### src/rtl/handshake_ack_responder.sv
// Downstream responder for a req/ack handshake: captures the payload on the rising edge of req and
// answers with a one-cycle ack after a programmable 1-3 cycle delay.
module handshake_ack_responder #(
  parameter int unsigned DATA_W = 8,
  parameter int unsigned OVR_W  = 4
) (
  input  logic              clk,
  input  logic              rst_n,
  input  logic              req,
  input  logic [DATA_W-1:0] req_data,
  input  logic [1:0]        delay_cfg,
  output logic              ack,
  output logic              rsp_valid,
  output logic [DATA_W-1:0] rsp_data,
  output logic              busy,
  output logic [OVR_W-1:0]  ovr_cnt,
  output logic              cfg_err
);

  localparam logic [1:0] StIdle = 2'd0;
  localparam logic [1:0] StWait = 2'd1;
  localparam logic [1:0] StAck  = 2'd2;

  logic [1:0]        state_q, state_d;
  logic [1:0]        cnt_q, cnt_d;
  logic [DATA_W-1:0] payload_q, payload_d;
  logic [DATA_W-1:0] rsp_data_q, rsp_data_d;
  logic              ack_q, ack_d;
  logic [OVR_W-1:0]  ovr_q, ovr_d;
  logic              cfg_err_q, cfg_err_d;
  logic              req_q;
  logic              req_rise;

  assign req_rise = req & ~req_q;

  always_comb begin
    state_d    = state_q;
    cnt_d      = cnt_q;
    payload_d  = payload_q;
    rsp_data_d = rsp_data_q;
    ack_d      = 1'b0;
    ovr_d      = ovr_q;
    cfg_err_d  = cfg_err_q;

    unique case (state_q)
      StIdle: begin
        if (req_rise) begin
          payload_d = req_data;
          state_d   = StWait;
          // A zero delay would break the ack window, so it is promoted to one and flagged.
          if (delay_cfg == 2'd0) begin
            cnt_d     = 2'd1;
            cfg_err_d = 1'b1;
          end else begin
            cnt_d = delay_cfg;
          end
        end
      end
      StWait: begin
        if (cnt_q == 2'd1) begin
          ack_d      = 1'b1;
          rsp_data_d = payload_q;
          state_d    = StAck;
        end else begin
          cnt_d = cnt_q - 2'd1;
        end
      end
      StAck: begin
        state_d = StIdle;
      end
      default: begin
        state_d = StIdle;
      end
    endcase

    // Rising edges seen while a transaction is in flight are dropped and counted.
    if (req_rise && (state_q != StIdle) && (ovr_q != {OVR_W{1'b1}})) begin
      ovr_d = ovr_q + OVR_W'(1);
    end
  end

  always_ff @(posedge clk) begin
    if (!rst_n) begin
      state_q    <= StIdle;
      cnt_q      <= 2'd0;
      payload_q  <= '0;
      rsp_data_q <= '0;
      ack_q      <= 1'b0;
      ovr_q      <= '0;
      cfg_err_q  <= 1'b0;
      req_q      <= 1'b0;
    end else begin
      state_q    <= state_d;
      cnt_q      <= cnt_d;
      payload_q  <= payload_d;
      rsp_data_q <= rsp_data_d;
      ack_q      <= ack_d;
      ovr_q      <= ovr_d;
      cfg_err_q  <= cfg_err_d;
      req_q      <= req;
    end
  end

  assign ack       = ack_q;
  assign rsp_valid = ack_q;
  assign rsp_data  = rsp_data_q;
  assign busy      = (state_q == StWait) || (state_q == StAck);
  assign ovr_cnt   = ovr_q;
  assign cfg_err   = cfg_err_q;

endmodule

### config.mk
export PLATFORM = sky130hd
export DESIGN_NAME = handshake_ack_responder
export DESIGN_NICKNAME = d
export VERILOG_FILES = /design/src/rtl/handshake_ack_responder.sv
export SDC_FILE = /design/constraint.sdc
export NUM_CORES = 1
export LEC_CHECK = 0
export ABC_AREA = 1
export CORE_AREA = 2 2 50 52
export DETAILED_ROUTE_END_ITERATION = 10
export DIE_AREA = 0 0 52 54
export DONT_BUFFER_PORTS = 1
export PLACE_DENSITY = 0.64
export SYNTH_ARGS = -nofsm -noshare
export SYNTH_HDL_FRONTEND = slang
export SYNTH_SLANG_ARGS = --single-unit
### constraint.sdc
create_clock -name clk -period 1.35 [get_ports clk]
set_input_delay 0.0675 -clock clk [delete_from_list [all_inputs] [get_ports clk]]
set_output_delay 0.0675 -clock clk [all_outputs]
set_load 0.005 [all_outputs]
==> metrics.cfg, run 1 <==
[yosys]
synthXorXnorAreaFrac = 0
syn-cell-area_um2 = 1170
yosys.area_share.simple = 0.279
synth_area_leaders = dfxtp_1, nor2_1, o21ai_0, ha_1, nand2_1
synthArstFlopShare = 0
syn_area_per_cell_um2 = 7.24
synth_compound_area_frac = 0.116
yosys.area.top_type_share = 0.464
synth-seq-cells = 27
synth.most_common_cell = nor2_1
synth_top_family_by_area = simple AND/OR/NAND/NOR gates
yosys_warnings = 0
ys_seq_area_frac = 0.464
synthMuxAreaShare = 0
synth-edff-count = 0
synth_cell_type_count = 17
synth_top_cell_by_area = dfxtp_1
synth_fp_nets = 180
ys_top_cells_by_count = nor2_1, dfxtp_1, nand2_1, o21ai_0, inv_1
synthFlopType = dfxtp_1
synthCells = 161
yosys.area_share.adder = 0.0644

[drt]
final_antenna_net_count = 0
dr_wl_met2_mm = 1.20
totalWireLength_mm = 2.38
initialDrtViolationCount = 12
wire_per_inst_um = 11.3
top_layer = met4
viasPerCell = 4.75
m1WireLength_mm = 1.09
vias = 998
dr.pass1.iters = 4
drcViolationCount = 0
routed-wl-met3_um = 67

[final_layout]
antenna_cells = 0
fin_cells = 210
nets = 200
synthToLayoutAreaGrowth_pct = 21.0
fin_util = 0.608
fillers = 230
drive_above_1_share = 0.133
design_area_um2 = 1410

[timing]
hold_viol = 0
setup_ws_ns = 0.0522
drv_slew = 0
setup_viol = 0
skew_ns = 0.00136
relSlewSlack = 0.555
worstMarginPinSlew_ns = 0.666
max_clock_freq_mhz = 771
layout_min_cycle_time_ns = 1.30
period_share = 0.961

[global_route]
grt_antenna_before_repair = 0
grt_pass1_wl_mm = 3.71
grt_start_max_net_pins = 24
grt_pass1_vias = 933
track_usage = 0.180
grt-ovfl-total = 0

[power]
vdd_drop_max_mv = 1.06
power.density_nw_per_um2 = 1740
power.leakage_uw = 0.000619
power_uw = 2450

[worst_setup_path]
cp_num_buf_inv = 2
cp_slowest_stage_delay_ns = 0.96
cp-start-kind = input port
worstSetupPathType = input port to flip-flop
worst-path-stages = 3
worst_r2r_path_depth = 7
r2r-start = state_q[1]$_SDFFE_PN0P_
cp-startpoint = rst_n
endpoint = state_q[1]$_SDFFE_PN0P_
cp_top_family = buffers and inverters
reg2reg_slack_ns = 0.10
critical_path.max_fanout = 23
worstPathArrival_ns = 1.53
worstPathRequired_ns = 1.58
r2r_end = payload_q[1]$_SDFFE_PN0P_
slowest_stage = dlygate4sd3_1
crit_path_cell_trace = dlygate4sd3_1 -> inv_1 -> nor3_1
end_kind = flip-flop

[clock_network]
htreeDepth = 1
clock-sinks = 27
cts_buffers = 3
clkLatencyLatePin_ns = 0.31
root_buffer = clkbuf_4
cts_tree = built
clkTransAtPathRegs_ns = 0.13
ctsLongestPathBuffers = 2

[place]
pre_cts_slack_ns = 0.0310
port_buffers = 0
dp.cells = 191
place_congestion = 0.843
hpwlAfterDp_mm = 1.63
placed_area_um2 = 1210

[die]
core_um2 = 2320
fp.dieH_um = 54
pin_count = 29
die_w_um = 52
die_area_um2 = 2810
floorplan.initialDensity = 0.503
row_count = 18

[run_status]
status = complete, no violations

[run]
drv_cap = 0

[worst_hold_path]
hold_path_depth = 4
hold_path_class = input port to flip-flop

-- worst min path at each step --
stage	from	end	slack, ns
after global routing	req	ovr_cnt[2]$_SDFFE_PN0P_	0.03
after detailed placement	req	req_q$_SDFF_PN0_	0.18
after floorplan	req	req_q$_SDFF_PN0_	0.16
final	req	ovr_cnt[2]$_SDFFE_PN0P_	0.02
after CTS	req	ovr_cnt[2]$_SDFFE_PN0P_	0.04
after global placement	req	req_q$_SDFF_PN0_	0.17
-- area by class of cell --
class                           count  area (um^2)  area share
Inverter                           19         71.3      0.0505
Multi-Input combinational cell    112          568       0.402
Tap cell                           30         37.5      0.0266
Timing Repair Buffer               18          165       0.117
Sequential cell                    27          543       0.385
Clock buffer                        4         26.3      0.0186
-- tightest hold or removal path, stage by stage --
cell	delay (ns)
nand3_2	0.07
inv_1	0.04
nand3_1	0.06
a21oi_1	0.06
-- power by group --
group	internal (uW)	total [uW]	leakage, uW	switching (uW)
Clock	116	337	0.0000150	222
Combinational	431	1030	0.000383	598
Sequential	982	1090	0.000222	105
-- registers in the layout, indices dropped and copies added (netlist names) --
signal	cells
payload_q	8
rsp_data	8
ovr_cnt	4
cnt_q	2
state_q	2
ack	1
cfg_err	1
req_q	1
-- metrics by stage --
stage          hold WS, ns  setup TNS, ns
3_3_place_gp         0.166              0
5_1_grt             0.0254        -0.0658
2_1_floorplan        0.161              0
3_5_place_dp         0.184              0
4_1_cts             0.0395              0
6_report            0.0161              0
-- cells in the final DEF (no fill, tap or decap), types with 5 or more instances in the layout --
cell type / n
dlygate4sd3_1: 12
nand2_1: 20
o21ai_0: 20
inv_1: 15
dfxtp_1: 25
buf_4: 6
nand3_1: 5
nor2_1: 45
a21oi_1: 6
-- logic make-up (layout without fill, tap and decap cells) --
family	Yosys count	in the layout
DFF	27	27
buffers and inverters	22	41
adders and majority gates	6	6
and+or+nand+nor	79	79
AOI/OAI and AO/OA	27	27
-- per-layer routing --
layer	vias to the layer above	GRT usage
li1	541	-
met1	435	0.207
met2	18	0.321
met3	4	0.0389
met4	0	0.0789
met5	-	0
-- what timing repair did --
item | 4_1_cts | 5_1_grt
hold endpoints to repair | 27 | 0
endpoints found under the setup margin | 0 | 13
resized for setup | 0 | 10
setup buffers | 0 | 3
hold buffers | 12 | 0
No activity file was read; power rests on OpenSTA's default activity.
==> inputs of run 2 (changes only) <==
- ABC_AREA: 1 -> default
- CORE_AREA: 2 2 50 52 -> 2 2 51 53
- DIE_AREA: 0 0 52 54 -> 0 0 53 55
- PLACE_DENSITY: 0.64 -> 0.65
==> metrics.cfg, run 2 <==
[yosys]
synthFlopType = dfxtp_1
syn-cell-area_um2 = 1230
synthMuxAreaShare = 0.123
synth-edff-count = 0
synthArstFlopShare = 0
yosys_warnings = 0
synth_area_leaders = dfxtp_1, mux2i_1, a21boi_1, ha_1, nand2_1
synth_cell_type_count = 30
synth_top_cell_by_area = dfxtp_1
synth-seq-cells = 27
syn_area_per_cell_um2 = 9.64
yosys.area_share.simple = 0.202
synthCells = 128
synthXorXnorAreaFrac = 0
yosys.area.top_type_share = 0.438
ys_seq_area_frac = 0.438
yosys.area_share.adder = 0.0609
synth.most_common_cell = dfxtp_1
ys_top_cells_by_count = dfxtp_1, nand2_1, mux2i_1
synth_fp_nets = 147
synth_compound_area_frac = 0.122
synth_top_family_by_area = simple AND/OR/NAND/NOR gates

[timing]
rsz0062_at_grt = true
hold_viol = 0
worstMarginPinSlew_ns = 0.770
period_share = 0.986
skew_ns = 0.00970
relSlewSlack = 0.487
drv_slew = 0
setup_viol = 0
layout_min_cycle_time_ns = 1.33
max_clock_freq_mhz = 751

[die]
core_um2 = 2360
fp.dieH_um = 55
floorplan.initialDensity = 0.522
pin_count = 29
row_count = 18
die_w_um = 53
die_area_um2 = 2920

[final_layout]
fin_util = 0.677
synthToLayoutAreaGrowth_pct = 29.8
antenna_cells = 0
drive_above_1_share = 0.225
nets = 171
final_common_cell = dfxtp_1
final_cell_mix = dfxtp_1, nand2_1, dlygate4sd3_1

[drt]
final_antenna_net_count = 0
totalWireLength_mm = 2.50
dr.pass1.iters = 4
viasPerCell = 5.29
wire_per_inst_um = 13.8
initialDrtViolationCount = 17
vias = 957
drcViolationCount = 0

[power]
power.density_nw_per_um2 = 1460
power.leakage_uw = 0.000630
power_uw = 2340
vdd_drop_max_mv = 1.12

[global_route]
use_met1 = 0.231
grtUsageMet3 = 0.0323
use_met2 = 0.306
grt-ovfl-total = 0
grt_start_max_net_pins = 27
grt_pass1_wl_mm = 3.87
grt_antenna_before_repair = 0
track_usage = 0.185
grt_pass1_vias = 887
gr-max-usage-layer = met2

[clock_network]
cts_tree = built
htreeDepth = 1
clkLatencyLatePin_ns = 0.34
cts_buffers = 3
ctsLongestPathBuffers = 2
clock-sinks = 27
root_buffer = clkbuf_4
clkTransAtPathRegs_ns = 0.15

[worst_setup_path]
cp_slowest_stage_delay_ns = 0.51
worstPathRequired_ns = 1.63
cp_num_buf_inv = 1
worstSetupPathType = flip-flop to flip-flop
slowest_stage = or4_4
cp-start-kind = flip-flop
critical_path.max_fanout = 7
end_kind = flip-flop
crit_path_cell_trace = inv_4 -> ha_4 -> or4_4 -> a21boi_2
cp_top_family = simple AND/OR/NAND/NOR gates
worstPathArrival_ns = 1.61

[place]
hpwlAfterDp_mm = 1.57
place_congestion = 0.745
port_buffers = 0

[worst_hold_path]
hold_path_class = input port to flip-flop

[run]
drv_cap = 0

[run_status]
status = complete, no violations

-- run 2: cell types whose count changed after synthesis, moves of 5 or more --
cell,previous run,this run
nor2b_1,0,10
a21boi_1,0,10
a21oi_1,6,1
nor2_1,46,0
o21ai_0,20,0
mux2i_1,0,14
inv_1,17,4
-- run 2: final timing paths --
| check | depth (start not counted) | end | slack, ns | from |
|---|---|---|---|---|
| setup / recovery | 4 | ovr_cnt[2]$_SDFFE_PN0P_ | 0.02 | state_q[0]$_SDFFE_PN0P_ |
| hold / removal | 2 | cnt_q[0]$_SDFFE_PN0P_ | 0.03 | delay_cfg[0] |
| setup reg to reg | 4 | ovr_cnt[2]$_SDFFE_PN0P_ | 0.02 | state_q[0]$_SDFFE_PN0P_ |
| hold reg to reg | 2 | rsp_data[7]$_SDFFE_PN0P_ | 0.47 | payload_q[7]$_SDFFE_PN0P_ |
-- run 2: per-stage QoR --
| step | area (um^2) | worst slack [ns] | std cells | hold slack [ns] | setup TNS (ns) |
|---|---|---|---|---|---|
| 3_5_place_dp | 1280 | -0.0404 | 155 | 0.193 | -0.0698 |
| 6_report | 1600 | 0.0184 | 181 | 0.0349 | 0 |
| 3_3_place_gp | 1280 | 0.0346 | 155 | 0.187 | 0 |
| 4_1_cts | 1550 | 0.00468 | 179 | 0.0361 | 0 |
| 2_1_floorplan | 1250 | 0.0195 | 128 | 0.189 | 0 |
| 5_1_grt | 1600 | -0.0348 | 181 | 0.0408 | -0.0740 |
-- run 2: cell type report --
| class | count | area (um^2) |
|---|---|---|
| clock buffer | 3 | 22.5 |
| clock inverter | 1 | 7.51 |
| fill | 201 | 763 |
| inverter | 5 | 27.5 |
| multi-input combinational | 87 | 684 |
| sequential | 27 | 549 |
| tap | 30 | 37.5 |
| timing repair buffer | 28 | 273 |
-- run 2: worst reg2reg max path, delay by kind of cell (launching register included) --
kind	cells	cell delay [ns]
AO/OA/AOI/OAI	1	0.14
adder cells (fa/ha/maj)	1	0.18
buffers and inverters	1	0.05
flip-flops	1	0.41
AND/OR/NAND/NOR	1	0.51
-- run 2: what timing repair did --
item	CTS	global route
hold endpoints to repair	27	1
endpoints found under the setup margin	5	15
gates resized for setup	10	12
pin swaps	1	7
cloned	0	0
setup buffers	1	2
hold buffers	19	1
-- run 2: layer usage --
metal  up-vias  wire length, um
met5         -                0
met4         0               44
met3         5              124
met2        23             1210
met1       449             1130
li1        480                -
-- run 2: kinds of logic after synthesis --
| kind of cell | count (synthesis) |
|---|---|
| AND/OR/NAND/NOR | 48 |
| buffers and inverters | 14 |
| AO/OA/AOI/OAI | 18 |
| flip-flops | 27 |
| adder cells (fa/ha/maj) | 6 |
| multiplexers | 15 |
-- run 2: where the power goes --
part | total [uW] | leakage, uW | switching [uW] | internal (uW)
Sequential | 989 | 0.000222 | 80.5 | 908
Combinational | 985 | 0.000394 | 451 | 534
Clock | 364 | 0.0000139 | 250 | 114
